$ cat config.mk
export PLATFORM = sky130hd
export DESIGN_NAME = adder_tree_pipelined
export DESIGN_NICKNAME = d
export VERILOG_FILES = /design/src/rtl/adder_tree_pkg.sv /design/src/rtl/adder_tree_level.sv /design/src/rtl/adder_tree_pipelined.sv
export SDC_FILE = /design/constraint.sdc
export NUM_CORES = 1
export LEC_CHECK = 0
export BUFFER_PORTS_ARGS = -buffer_cell sky130_fd_sc_hd__clkbuf_2
export CAP_MARGIN = 20
export CORE_MARGIN = 5
export CORE_UTILIZATION = 50
export DETAILED_ROUTE_END_ITERATION = 8
export PLACE_DENSITY = 0.69
export SETUP_SLACK_MARGIN = 0.1
export SLEW_MARGIN = 20
export SYNTH_ARGS = -nofsm -noshare
export SYNTH_HDL_FRONTEND = slang
export SYNTH_SLANG_ARGS = --single-unit
$ cat constraint.sdc
create_clock -name clk -period 2.8 [get_ports clk]
set_clock_uncertainty 0.2 [all_clocks]
set_input_delay 0.42 -clock clk [delete_from_list [all_inputs] [get_ports clk]]
set_output_delay 0.42 -clock clk [all_outputs]
set_load 0.02 [all_outputs]
$ cat src/rtl/adder_tree_pkg.sv
// rtl/adder_tree_pkg.sv - sizing helpers shared by the pipelined adder tree
package adder_tree_pkg;

    // ceil(log2(v)) for v >= 1
    function automatic int clog2(input int v);
        int r;
        int x;
        r = 0;
        x = v - 1;
        while (x > 0) begin
            r = r + 1;
            x = x >> 1;
        end
        return r;
    endfunction

    // number of register levels needed to reduce n operands to one
    function automatic int levels_of(input int n);
        return clog2(n);
    endfunction

    // exact result width: one growth bit per level
    function automatic int out_width_of(input int n, input int w);
        return w + clog2(n);
    endfunction

    // operand count rounded up to the next power of two
    function automatic int padded_count(input int n);
        return 1 << clog2(n);
    endfunction

    // bit offset of level k inside the flattened tree bus (level 0 = padded operands)
    function automatic int level_offset(input int p, input int w, input int k);
        int off;
        off = 0;
        for (int j = 0; j < k; j++) begin
            off = off + (p >> j) * (w + j);
        end
        return off;
    endfunction

endpackage

$ cat src/rtl/adder_tree_level.sv
// rtl/adder_tree_level.sv - one registered pairwise-add level of the adder tree
module adder_tree_level #(
    parameter int IN_COUNT = 8,
    parameter int WIDTH    = 8,
    parameter int SIGNED   = 0
) (
    input  logic                                 clk,
    input  logic                                 reset,
    input  logic                                 adv,
    input  logic                                 in_valid,
    input  logic                                 in_last,
    input  logic [IN_COUNT*WIDTH-1:0]            in_data,
    output logic                                 out_valid,
    output logic                                 out_last,
    output logic [(IN_COUNT/2)*(WIDTH+1)-1:0]    out_data
);

    localparam int OUT_COUNT = IN_COUNT / 2;
    localparam int OW        = WIDTH + 1;

    logic [OUT_COUNT*OW-1:0] sum;

    for (genvar j = 0; j < OUT_COUNT; j++) begin : g_pair
        logic [WIDTH-1:0] a;
        logic [WIDTH-1:0] b;
        logic             sa;
        logic             sb;
        assign a  = in_data[(2*j)*WIDTH +: WIDTH];
        assign b  = in_data[(2*j+1)*WIDTH +: WIDTH];
        assign sa = (SIGNED != 0) && a[WIDTH-1];
        assign sb = (SIGNED != 0) && b[WIDTH-1];
        assign sum[j*OW +: OW] = {sa, a} + {sb, b};
    end

    // advance the level (data, valid, last) only when the whole pipe moves
    always_ff @(posedge clk or posedge reset) begin
        if (reset) begin
            out_valid <= 1'b0;
            out_last  <= 1'b0;
            out_data  <= '0;
        end else if (adv) begin
            out_valid <= in_valid;
            out_last  <= in_last;
            out_data  <= sum;
        end
    end

endmodule

$ cat src/rtl/adder_tree_pipelined.sv
// rtl/adder_tree_pipelined.sv - pipelined adder tree with global stall; ADDER_TREE_ACCUM_EN adds a frame accumulator
module adder_tree_pipelined
    import adder_tree_pkg::*;
#(
    parameter int N_INPUTS  = 8,
    parameter int IN_WIDTH  = 8,
    parameter int SIGNED    = 0,
    parameter int ACC_WIDTH = 24
) (
    input  logic                                          clk,
    input  logic                                          reset,
    input  logic                                          in_valid,
    output logic                                          in_ready,
    input  logic [N_INPUTS*IN_WIDTH-1:0]                  in_data,
    input  logic                                          in_last,
    output logic                                          out_valid,
    input  logic                                          out_ready,
`ifdef ADDER_TREE_ACCUM_EN
    output logic [ACC_WIDTH-1:0]                          out_sum
`else
    output logic [out_width_of(N_INPUTS, IN_WIDTH)-1:0]   out_sum
`endif
);

    localparam int LEVELS    = levels_of(N_INPUTS);
    localparam int OUT_WIDTH = out_width_of(N_INPUTS, IN_WIDTH);
    localparam int P         = padded_count(N_INPUTS);
    localparam int TREE_BITS = level_offset(P, IN_WIDTH, LEVELS + 1);
    localparam int LO_FINAL  = level_offset(P, IN_WIDTH, LEVELS);

    logic [TREE_BITS-1:0] tree;
    logic [LEVELS:0]      stage_valid;
    logic [LEVELS:0]      stage_last;
    logic                 adv;
    logic [OUT_WIDTH-1:0] tree_sum;

    assign adv      = !out_valid || out_ready;
    assign in_ready = adv;

    assign stage_valid[0] = in_valid;
    assign stage_last[0]  = in_last;

    // padding operands are hard zero so they never disturb a signed sum
    if (P > N_INPUTS) begin : g_pad
        assign tree[P*IN_WIDTH-1:0] = {{((P - N_INPUTS) * IN_WIDTH){1'b0}}, in_data};
    end else begin : g_nopad
        assign tree[P*IN_WIDTH-1:0] = in_data;
    end

    for (genvar k = 1; k <= LEVELS; k++) begin : g_level
        localparam int CNT    = P >> (k - 1);
        localparam int WI     = IN_WIDTH + k - 1;
        localparam int LO_IN  = level_offset(P, IN_WIDTH, k - 1);
        localparam int LO_OUT = level_offset(P, IN_WIDTH, k);
        adder_tree_level #(
            .IN_COUNT (CNT),
            .WIDTH    (WI),
            .SIGNED   (SIGNED)
        ) u_level (
            .clk       (clk),
            .reset     (reset),
            .adv       (adv),
            .in_valid  (stage_valid[k-1]),
            .in_last   (stage_last[k-1]),
            .in_data   (tree[LO_IN +: CNT*WI]),
            .out_valid (stage_valid[k]),
            .out_last  (stage_last[k]),
            .out_data  (tree[LO_OUT +: (CNT/2)*(WI+1)])
        );
    end

    assign tree_sum = tree[LO_FINAL +: OUT_WIDTH];

`ifdef ADDER_TREE_ACCUM_EN
    logic [ACC_WIDTH-1:0] acc;
    logic [ACC_WIDTH-1:0] beat_ext;
    logic                 beat_sign;

    assign beat_sign = (SIGNED != 0) && tree_sum[OUT_WIDTH-1];
    assign beat_ext  = {{(ACC_WIDTH - OUT_WIDTH){beat_sign}}, tree_sum};

    // fold each tree beat into acc; only the last beat of a frame is presented downstream
    always_ff @(posedge clk or posedge reset) begin
        if (reset) begin
            acc       <= '0;
            out_sum   <= '0;
            out_valid <= 1'b0;
        end else if (adv) begin
            if (stage_valid[LEVELS]) begin
                if (stage_last[LEVELS]) begin
                    out_sum   <= acc + beat_ext;
                    out_valid <= 1'b1;
                    acc       <= '0;
                end else begin
                    acc       <= acc + beat_ext;
                    out_valid <= 1'b0;
                end
            end else begin
                out_valid <= 1'b0;
            end
        end
    end
`else
    logic unused_last;
    localparam int unused_acc_width = ACC_WIDTH;

    assign unused_last = stage_last[LEVELS];
    assign out_valid   = stage_valid[LEVELS];
    assign out_sum     = tree_sum;
`endif

endmodule

* Word-level counts from Yosys, hierarchy flattened
Index checks and enable logic that the tools add are counted.
** Word-level totals
- Input bits :: 69
- Bits in latches :: 0
- Bits in read-only memories :: 0
- RAM bits :: 0
- Logic and storage cells :: 15
- Bits in registers :: 70
- Output and inout port bits :: 13
- Memories :: 0
** Cells by class
- Add/subtract/negate cells :: 7
- Bitwise logic cells :: 0
- Multipliers :: 0
- Shift operators :: 0
- $lt $le $gt $ge :: 0
- Reductions and logical operators :: 2
- Eq/ne operators :: 0
- Div/mod/pow operators :: 0
- Multiplexer cells :: 0
** Operators by type and width (number)
- $add 8x8->9 :: 4
- $add 9x9->10 :: 2
- $add 10x10->11 :: 1
- $logic_not 1->1 :: 1
- $logic_or 1x1->1 :: 1

* Depth between registers and ports, before layout
Gate-level depths: netlist of run 1.
- Depth after elaboration :: 2
- Depth in mapped cells :: 8
- Mapped depth without buffers :: 8

* By module
Synthesis of run 1 repeated with hierarchy kept, for this count alone.
** Second synthesis, totals
- Cell total of the unflattened synthesis :: 526
- Area, all modules :: 5263.8 um^2
** Modules (own cells, without submodules)
- adder_tree_level (g_level[1].u_level) :: instances 1, area each 2805.2 um^2, sequential area each 950.9 um^2, cells each 283
- adder_tree_level (g_level[2].u_level) :: instances 1, area each 1531.5 um^2, sequential area each 550.5 um^2, cells each 153
- adder_tree_level (g_level[3].u_level) :: instances 1, area each 920.9 um^2, sequential area each 325.3 um^2, cells each 89
- adder_tree_pipelined :: instances 1, area each 6.3 um^2, sequential area each 0.0 um^2, cells each 1

* Least setup slack after synthesis of run 1
OpenSTA, ideal clock, no wires.
- Kind :: reg2reg
- From :: register g_level[2].u_level.out_data[0]
- To :: register g_level[3].u_level.out_data[10]
- Required time :: 2.463 ns
- Period minus slack after synthesis :: 2.140 ns
- Buffers on the path :: 0
- Setup slack :: 0.660 ns
- Setup time :: 0.137 ns
- Arrival :: 1.803 ns
- Stages on the path, launching flop included :: 9
- Cell sequence :: dfrtp_1 > ha_1 > inv_1 > fa_1 > nand2b_1 > a21oi_1 > o31a_1 > a2111oi_0 > nor3_1
** Between the ends
- Word-level cells in the longest chain between the ends :: 1
** Ends and longest elaborated chain
- start, declared :: RTL line adder_tree_level.sv:15 : output logic [(IN_COUNT/2)*(WIDTH+1)-1:0] out_data
- start signal, assigned :: RTL line adder_tree_level.sv:44 : out_data <= sum;
- $add 10x10->11 :: RTL line adder_tree_level.sv:32 : assign sum[j*OW +: OW] = {sa, a} + {sb, b};
- end signal, assigned :: RTL line adder_tree_level.sv:44
- end, declared :: RTL line adder_tree_level.sv:15
Every way passes these cells.
A chain may end at the register's enable or synchronous reset.

* Worst setup path in the final report of run 1
Ends and elaborated chain as after synthesis.

==> out/results.txt, run 1 <==
status = finished, final reports clean
most common cell after layout, fill and taps aside = nand2_1
Yosys top cell area share = 36.4%
die area = 11700 µm²
Initial Util = 51.6%
leakage power = 2.68 nW
Setup-failing EPs final = 0
syn_nets = 669
Cell variety after synth = 44
unrepaired setup endpoints after global routing = no
All-Layer GR Usage = 18.2%
Mapped Cells = 533
Die W = 108 µm
clock period minus worst slack = 2.39 ns
initial antenna violation count = 0
TritonCTS Buffers = 9
post-synthesis register bit count = 70
Max Freq = 418 MHz
Setup CP Type = reg -> reg
r2r worst-path depth = 8
setup_tns = 0 ns
Area growth syn-to-layout = 16.9%
count of port buffers added during placement = 80
Cell Area, Synth = 4810 µm²
# DRC = 0
Hold Crit Class = in -> reg
P per Cell Area = 1010 nW/µm²
global-route wire length before repair = 17400 µm
hold_sp = in_valid
Startpoint Class = flip-flop
TritonCTS clock tree = yes
most area-hungry cell type in the Yosys netlist = dfrtp_1
Starting DRT DRC Count = 131
commonest non-fill, non-tap cells in the layout = nand2_1 (82), clkbuf_2 (80), dfrtp_1 (70), ha_1 (60), o21ai_0 (50)
Post-synth ARST share = 100%
Pre-antenna DRT Iters = 4
Skew-Pair Late Insertion Delay = 0.34 ns
Boundary Pins = 82
Slew HR = 68.0%
Post-synth top flop = dfrtp_1
remaining antenna violation count after routing = 0
Placed Area = 5380 µm²
crit path cell chain = ha_1 -> inv_1 -> fa_1 -> nand2b_1 -> a21oi_1 -> o31a_1 -> a2111oi_0 -> nor3_1
sequential element share of the synthesized area = 36.4%
crit path max fanout = 3
number of synthesized flops with an enable pin = 0
CTS sink count = 70
Hold Path Depth = 3
Antenna diodes = 0
Crit path required time = 2.82 ns
Clock Pin Slew Worst Setup and Hold Paths = 0.07 ns
Area contributors post-synth = dfrtp_1 (36%), ha_1 (16%), nand2_1 (6.4%), o21ai_0 (5.2%), a21oi_1 (3.7%)
Final Net Count = 752
largest net degree at the start of global routing = 62
CORE AREA = 9330 µm²
# fillers = 866
final period utilization = 85.5%
R2R Setup Slk = 0.41 ns
via count = 4024
syn_area_per_cell = 9.03 µm²
Power, Total = 5.67 mW
Hold Path End = g_level[1].u_level.out_valid
Yosys warning count = 0
Routability Congestion = 0.851
critical path data arrival time = 2.41 ns
crit end category = flip-flop
Clk Tree Root Cell = clkbuf_8
reg-to-reg endpoint = g_level[3].u_level.out_data[10]
Gates resized, CTS repair = 0
vias in the first global route = 3914
Post-Layout Inst Area = 5630 µm²
Fin. Hold Viols = 0
# H-tree levels = 3
Largest stage delay, worst path = 0.42 ns
CTS Buffer Depth = 2
die height = 108 µm
Critical R2R Launch = g_level[2].u_level.out_data[0]
vias per std cell = 5.37
WL final = 9990 µm
max-cap violations = 0
drt wl/cell = 13.3 µm
share of layout cells above drive strength 1 = 18.0%
Post-CTS Repair Setup Buffers = 0
Cell Rows = 35
max-slew violation count = 0
grt ovf = 0
Final HPWL DP = 7840 µm
Crit-path slowest cell = a2111oi_0
VDD IR max = 0.592 mV
Worst-Margin Slew = 0.480 ns
# hold bufs at CTS = 1
## metrics by stage
stage	worst slack, ns	hold WS (ns)	utilization (%)	instances
CTS	0.417	0.0622	60.3	750
finish	0.406	0.0749	60.3	750
global route	0.248	0.104	60.3	750
detailed placement	0.439	0.250	57.7	733
floorplan	0.412	0.230	-	533
global placement	0.452	0.245	57.7	733
## sequential cells by signal (all words and copies together), names as in the netlist
signal                     cells
g_level.u_level.out_data      67
g_level.u_level.out_valid      3
## cell type report
class                   count  area (µm²)  area share [%]
multi-input cells         431        2950            52.3
flip-flops and latches     70        1750            31.1
repair buffers             88         475            8.45
clock buffers              13         169            3.00
well taps                 129         161            2.87
clock inverters             3        65.1            1.16
inverters                  16        60.1            1.07
## per-layer routing
| metal | vias to the layer above | track usage [%] | part of all wire, % |
|---|---|---|---|
| met5 | - | 0 | 0 |
| met3 | 11 | 3.46 | 2.8 |
| met4 | 0 | 4.69 | 1.0 |
| met1 | 1880 | 25.5 | 49 |
| met2 | 56 | 29.1 | 47 |
| li1 | 2077 | - | - |
## worst max path at each step
stage	from	to	slack, ns
after floorplan	reset	g_level[1].u_level.out_data[0]	0.41
after global placement	in_data[32]	g_level[1].u_level.out_data[26]	0.45
after detailed placement	in_data[32]	g_level[1].u_level.out_data[26]	0.44
after CTS	g_level[1].u_level.out_data[18]	g_level[2].u_level.out_data[18]	0.42
after global routing	g_level[2].u_level.out_data[0]	g_level[3].u_level.out_data[10]	0.25
final	g_level[2].u_level.out_data[0]	g_level[3].u_level.out_data[10]	0.41
## cells in the mapped netlist, drive strengths merged, types with 7 or more instances
master / n
xor2: 18
a21oi: 37
buf: 9
xnor2: 11
nand2b: 9
dfrtp: 70
o21ai: 71
nor2: 34
nand2: 83
ha: 60
fa: 7
inv: 16
o21a: 11
a211oi: 15
a21o: 12
clkbuf: 7
nor3: 9
## report_power, final
part           switching [mW]  total [mW]  leakage [nW]  internal, mW
combinational            1.71        3.03          1.74          1.32
sequential              0.256        1.70         0.824          1.45
clock                   0.365       0.938         0.120         0.574
## kinds of logic after synthesis
| kind of cell | Yosys count | synth area share, % |
|---|---|---|
| AO/OA/AOI/OAI | 179 | 22.8 |
| adder cells (fa/ha/maj) | 67 | 18.5 |
| flip-flops | 70 | 36.4 |
| buffers and inverters | 32 | 2.57 |
| XOR/XNOR | 29 | 5.28 |
| AND/OR/NAND/NOR | 156 | 14.4 |
## worst max-delay path, delay by kind of cell, from the launching register on
kind	cells	cell delay, ns
AO/OA/AOI/OAI	3	0.87
adder cells (fa/ha/maj)	2	0.45
buffers and inverters	1	0.09
flip-flops	1	0.39
AND/OR/NAND/NOR	2	0.27
No activity file was read; power rests on OpenSTA's default activity.
==> run 2: changes to the inputs <==
- CORE_UTILIZATION: 50 -> 55
- PLACE_DENSITY: 0.69 -> 0.75
- SKIP_LAST_GASP: unset -> 1
==> out/results.txt, run 2 (same netlist as run 1, synthesis figures left out) <==
Critical Path Start = g_level[2].u_level.out_data[0] (unchanged)
largest net degree at the start of global routing = 60 (was 62)
Skew-Pair Late Insertion Delay = 0.36 ns (was 0.34 ns)
via count = 4085 (was 4024)
Worst Setup EP = g_level[3].u_level.out_data[10] (unchanged)
Setup-failing EPs final = 0 (unchanged)
count of port buffers added during placement = 80 (unchanged)
Pre-antenna DRT Iters = 4 (unchanged)
Cell Rows = 34 (was 35)
clock period minus worst slack = 2.43 ns (was 2.39 ns)
Fin. Hold Viols = 0 (unchanged)
global-route wire length before repair = 18200 µm (was 17400 µm)
share of layout cells above drive strength 1 = 18.2% (was 18.0%)
TritonCTS Buffers = 9 (unchanged)
remaining antenna violation count after routing = 0 (unchanged)
vias per std cell = 5.60 (was 5.37)
setup_tns = 0 ns (unchanged)
CTS sink count = 70 (unchanged)
Setup CP Type = reg -> reg (unchanged)
unrepaired setup endpoints after global routing = no (unchanged)
critical path data arrival time = 2.46 ns (was 2.41 ns)
final period utilization = 86.7% (was 85.5%)
max-slew violation count = 0 (unchanged)
R2R Setup Slk = 0.37 ns (was 0.41 ns)
Routability Congestion = 0.818 (was 0.851)
Most flops, register = g_level.u_level.out_data (unchanged)
Worst-Margin Slew = 0.548 ns (was 0.480 ns)
Crit path required time = 2.83 ns (was 2.82 ns)
Inst Count DP = 712 (was 733)
Post-Layout Inst Area = 5620 µm² (was 5630 µm²)
Clk Tree Root Cell = clkbuf_8 (unchanged)
Area growth syn-to-layout = 16.8% (was 16.9%)
die area = 10700 µm² (was 11700 µm²)
All-Layer GR Usage = 20.0% (was 18.2%)
commonest non-fill, non-tap cells in the layout = nand2_1 (82), clkbuf_2 (80), dfrtp_1 (70), ha_1 (60), o21ai_0 (50) (unchanged)
Initial Util = 55.7% (was 51.6%)
TritonCTS clock tree = yes (unchanged)
leakage power = 2.69 nW (was 2.68 nW)
grt ovf = 0 (unchanged)
initial antenna violation count = 0 (unchanged)
Hold Crit Class = in -> reg (unchanged)
Final HPWL DP = 7990 µm (was 7840 µm)
WL final = 10200 µm (was 9990 µm)
top flop regs = g_level.u_level.out_data (67), g_level.u_level.out_valid (3) (unchanged)
# fillers = 758 (was 866)
# DRC = 0 (unchanged)
Non-Filler Instances = 729 (was 750)
P per Cell Area = 1030 nW/µm² (was 1010 nW/µm²)
Boundary Pins = 82 (unchanged)
Antenna diodes = 0 (unchanged)
Max Freq = 412 MHz (was 418 MHz)
Starting DRT DRC Count = 183 (was 131)
crit end category = flip-flop (unchanged)
Placed Area = 5350 µm² (was 5380 µm²)
Largest register FFs = 67 (unchanged)
Startpoint Class = flip-flop (unchanged)
die height = 104 µm (was 108 µm)
Die W = 104 µm (was 108 µm)
Slew HR = 63.5% (was 68.0%)
Critical R2R Launch = g_level[2].u_level.out_data[0] (unchanged)
crit path max fanout = 3 (unchanged)
Clock Pin Slew Worst Setup and Hold Paths = 0.08 ns (was 0.07 ns)
Final Net Count = 752 (unchanged)
VDD IR max = 0.905 mV (was 0.592 mV)
CORE AREA = 8640 µm² (was 9330 µm²)
drt wl/cell = 14.0 µm (was 13.3 µm)
# H-tree levels = 3 (unchanged)
reg-to-reg endpoint = g_level[3].u_level.out_data[10] (unchanged)
CTS Buffer Depth = 2 (unchanged)
vias in the first global route = 4110 (was 3914)
most common cell after layout, fill and taps aside = nand2_1 (unchanged)
max-cap violations = 0 (unchanged)
Hold Path Depth = 3 (unchanged)
status = finished, final reports clean (unchanged)
r2r worst-path depth = 8 (unchanged)
run 2: cell count changes in the layout (fill, tap and decap cells not counted):
cell        delta
bufinv_16      +2
clkbuf_1       -1
buf_4          +1
inv_6          +1
clkinvlp_4     +1
buf_12         -1
clkbuf_8       -3
clkinv_4       +1
clkinv_2       -1
run 2: per-stage QoR:
step / hold slack [ns] / utilization [%] / power (mW) / setup slack [ns]
6_report: 0.0602 / 65.1 / 5.82 / 0.371
2_1_floorplan: 0.230 / - / 4.01 / 0.412
3_3_place_gp: 0.247 / 61.9 / 4.60 / 0.474
4_1_cts: 0.0493 / 65.1 / 5.85 / 0.414
3_5_place_dp: 0.258 / 61.9 / 4.71 / 0.436
5_1_grt: 0.0632 / 65.1 / 6.37 / 0.224
run 2: worst min-delay path by stage:
stage	startpoint	endpoint	slack (ns)
3_3_place_gp	reset	g_level[2].u_level.out_data[8]	0.25
2_1_floorplan	g_level[2].u_level.out_valid	g_level[2].u_level.out_valid	0.23
3_5_place_dp	reset	g_level[1].u_level.out_data[7]	0.26
6_report	in_valid	g_level[1].u_level.out_valid	0.06
4_1_cts	in_valid	g_level[1].u_level.out_valid	0.05
5_1_grt	in_valid	g_level[1].u_level.out_valid	0.06
run 2: critical path: stages, from the launching register on:
cell       delay, ns
dfrtp_1         0.39
ha_1            0.24
inv_1           0.08
fa_1            0.20
nand2b_1        0.16
a21oi_1         0.11
o31a_1          0.34
a2111oi_0       0.47
nor3_1          0.11
run 2: timing repair:
item / in CTS / in global routing
setup buffers: 0 / 0
gates resized for setup: 0 / 0
hold buffers: 1 / 0
hold endpoints to repair: 22 / 0
setup endpoints to repair: 0 / 0
run 2: layout make-up:
| type | count | area [µm²] | area share (%) |
|---|---|---|---|
| multi-input combinational | 431 | 2950 | 52.4 |
| clock buffer | 9 | 124 | 2.20 |
| clock inverter | 7 | 145 | 2.58 |
| inverter | 16 | 60.1 | 1.07 |
| tap | 108 | 135 | 2.40 |
| timing repair buffer | 88 | 463 | 8.23 |
| sequential | 70 | 1750 | 31.1 |
run 2: power breakdown:
group,total [mW],internal (mW),switching (mW)
clock network,1.09,0.686,0.408
registers,1.71,1.45,0.267
logic,3.01,1.30,1.70
total,5.82,3.44,2.38
run 2: per-layer routing:
metal / vias up / global-route usage (%) / part of all wire [%]
li1: 2075 / - / -
met1: 1941 / 27.1 / 47
met2: 62 / 32.2 / 49
met3: 7 / 5.41 / 3.5
met4: 0 / 3.84 / 1.0
met5: - / 0 / 0
==> run 3: changes to the inputs <==
- CORE_UTILIZATION: 55 -> 40
- PLACE_DENSITY: 0.75 -> 0.57
- SETUP_SLACK_MARGIN: 0.1 -> 0.3
==> out/results.txt, run 3 (same netlist as run 1, synthesis figures left out) <==
status = finished, final reports clean (unchanged)
Cell Rows = 40 (was 34)
Clk Tree Root Cell = clkbuf_16 (was clkbuf_8)
Setup-failing EPs final = 0 (unchanged)
TritonCTS clock tree = yes (unchanged)
# fillers = 1181 (was 758)
Die W = 120 µm (was 104 µm)
Largest register FFs = 67 (unchanged)
Crit path required time = 2.78 ns (was 2.83 ns)
Initial Util = 40.4% (was 55.7%)
Boundary Pins = 82 (unchanged)
Fin. Hold Viols = 0 (unchanged)
vias per std cell = 5.21 (was 5.60)
Antenna diodes = 0 (unchanged)
Pre-antenna DRT Iters = 4 (unchanged)
Final Net Count = 749 (was 752)
unrepaired setup endpoints after global routing = no (unchanged)
CORE AREA = 11900 µm² (was 8640 µm²)
reg-to-reg endpoint = g_level[2].u_level.out_data[16] (was g_level[3].u_level.out_data[10])
top flop regs = g_level.u_level.out_data (67), g_level.u_level.out_valid (3) (unchanged)
global-route wire length before repair = 17700 µm (was 18200 µm)
leakage power = 2.71 nW (was 2.69 nW)
Inst Count DP = 748 (was 712)
CTS Buffer Depth = 2 (unchanged)
max-slew violation count = 0 (unchanged)
P per Cell Area = 1040 nW/µm² (was 1030 nW/µm²)
Hold Crit Class = in -> reg (unchanged)
commonest non-fill, non-tap cells in the layout = nand2_1 (82), clkbuf_2 (80), dfrtp_1 (70), ha_1 (60), o21ai_0 (50) (unchanged)
Power, Total = 6.00 mW (was 5.82 mW)
Seq. cell area = 1750 µm² (unchanged)
Final HPWL DP = 7850 µm (was 7990 µm)
most common cell after layout, fill and taps aside = nand2_1 (unchanged)
Setup CP Type = reg -> reg (unchanged)
# H-tree levels = 3 (unchanged)
via count = 3984 (was 4085)
Starting DRT DRC Count = 127 (was 183)
clock period minus worst slack = 2.32 ns (was 2.43 ns)
Most flops, register = g_level.u_level.out_data (unchanged)
TritonCTS Buffers = 9 (unchanged)
initial antenna violation count = 0 (unchanged)
Hold Path End = g_level[1].u_level.out_valid (unchanged)
critical path data arrival time = 2.30 ns (was 2.46 ns)
vias in the first global route = 3927 (was 4110)
max-cap violations = 0 (unchanged)
remaining antenna violation count after routing = 0 (unchanged)
All-Layer GR Usage = 14.9% (was 20.0%)
final period utilization = 82.8% (was 86.7%)
Skew-Pair Late Insertion Delay = 0.33 ns (was 0.36 ns)
r2r worst-path depth = 7 (was 8)
Routability Congestion = 0.844 (was 0.818)
R2R Setup Slk = 0.48 ns (was 0.37 ns)
Startpoint Class = flip-flop (unchanged)
Non-Filler Instances = 764 (was 729)
Critical R2R Launch = g_level[1].u_level.out_data[18] (was g_level[2].u_level.out_data[0])
Slew HR = 74.1% (was 63.5%)
hold_sp = in_valid (unchanged)
crit path max fanout = 3 (unchanged)
die area = 14300 µm² (was 10700 µm²)
Worst-Margin Slew = 0.384 ns (was 0.548 ns)
WL final = 10200 µm (about the same)
Multi-input gate area = 2950 µm² (about the same)
die height = 120 µm (was 104 µm)
grt ovf = 0 (unchanged)
Clock Pin Slew Worst Setup and Hold Paths = 0.06 ns (was 0.08 ns)
setup_tns = 0 ns (unchanged)
Hold Path Depth = 3 (unchanged)
crit end category = flip-flop (unchanged)
Area growth syn-to-layout = 19.4% (was 16.8%)
# DRC = 0 (unchanged)
Max Freq = 432 MHz (was 412 MHz)
CTS sink count = 70 (unchanged)
largest net degree at the start of global routing = 87 (was 60)
share of layout cells above drive strength 1 = 17.8% (was 18.2%)
count of port buffers added during placement = 80 (unchanged)
VDD IR max = 0.467 mV (was 0.905 mV)
drt wl/cell = 13.3 µm (was 14.0 µm)
-- run 3: layout make-up --
type / instances / share of cell area [%]
sequential: 70 / 30.5
inverter: 16 / 1.04
multi-input combinational: 431 / 51.3
timing repair buffer: 85 / 8.10
tap: 147 / 3.20
clock buffer: 9 / 3.92
clock inverter: 6 / 1.94
-- run 3: report_power, final --
group	internal (mW)	total [mW]	switching, mW	leakage, nW
Sequential	1.45	1.71	0.259	0.824
Clock	0.864	1.29	0.421	0.161
Combinational	1.32	3.01	1.69	1.73
Total	3.63	6.00	2.37	2.71
-- run 3: stage by stage --
stage          worst slack (ns)  hold slack, ns  utilization, %  area, µm²
2_1_floorplan             0.412           0.230               -       4810
3_3_place_gp              0.353           0.115            45.3       5400
3_5_place_dp              0.345           0.114            45.3       5400
4_1_cts                   0.404          0.0879            48.2       5740
5_1_grt                   0.302           0.108            48.3       5750
6_report                  0.483          0.0894            48.3       5750
-- run 3: timing repair --
item | in CTS | in global routing
hold endpoints to repair | 6 | 0
setup endpoints to repair | 0 | 1
buffers inserted | 0 | 0
gates resized for setup | 0 | 2
hold buffers | 1 | 0
-- run 3: layer usage --
layer,part of all wire [%],wire length (µm),global-route usage (%)
met1,51,5190,21.1
met2,46,4640,23.3
met3,2.1,212,3.11
met4,1.3,132,3.72
met5,0,0,0
-- run 3: worst max path at each step --
stage / cells past startpoint / start / slack [ns] / to
3_3_place_gp: 8 / in_data[32] / 0.35 / g_level[1].u_level.out_data[26]
2_1_floorplan: 1 / reset / 0.41 / g_level[1].u_level.out_data[0]
6_report: 7 / g_level[1].u_level.out_data[18] / 0.48 / g_level[2].u_level.out_data[16]
4_1_cts: 8 / g_level[2].u_level.out_data[0] / 0.40 / g_level[3].u_level.out_data[10]
5_1_grt: 7 / g_level[1].u_level.out_data[18] / 0.30 / g_level[2].u_level.out_data[16]
3_5_place_dp: 8 / in_data[32] / 0.34 / g_level[1].u_level.out_data[26]
-- run 3: worst max-delay path, cell delays in order (launching register included) --
cell and delay [ns]:
dfrtp_1 0.38, ha_1 0.23, fa_1 0.44, a211oi_1 0.31, o21bai_1 0.16, a21oi_1 0.20
xor2_1 0.17, o21ai_0 0.10
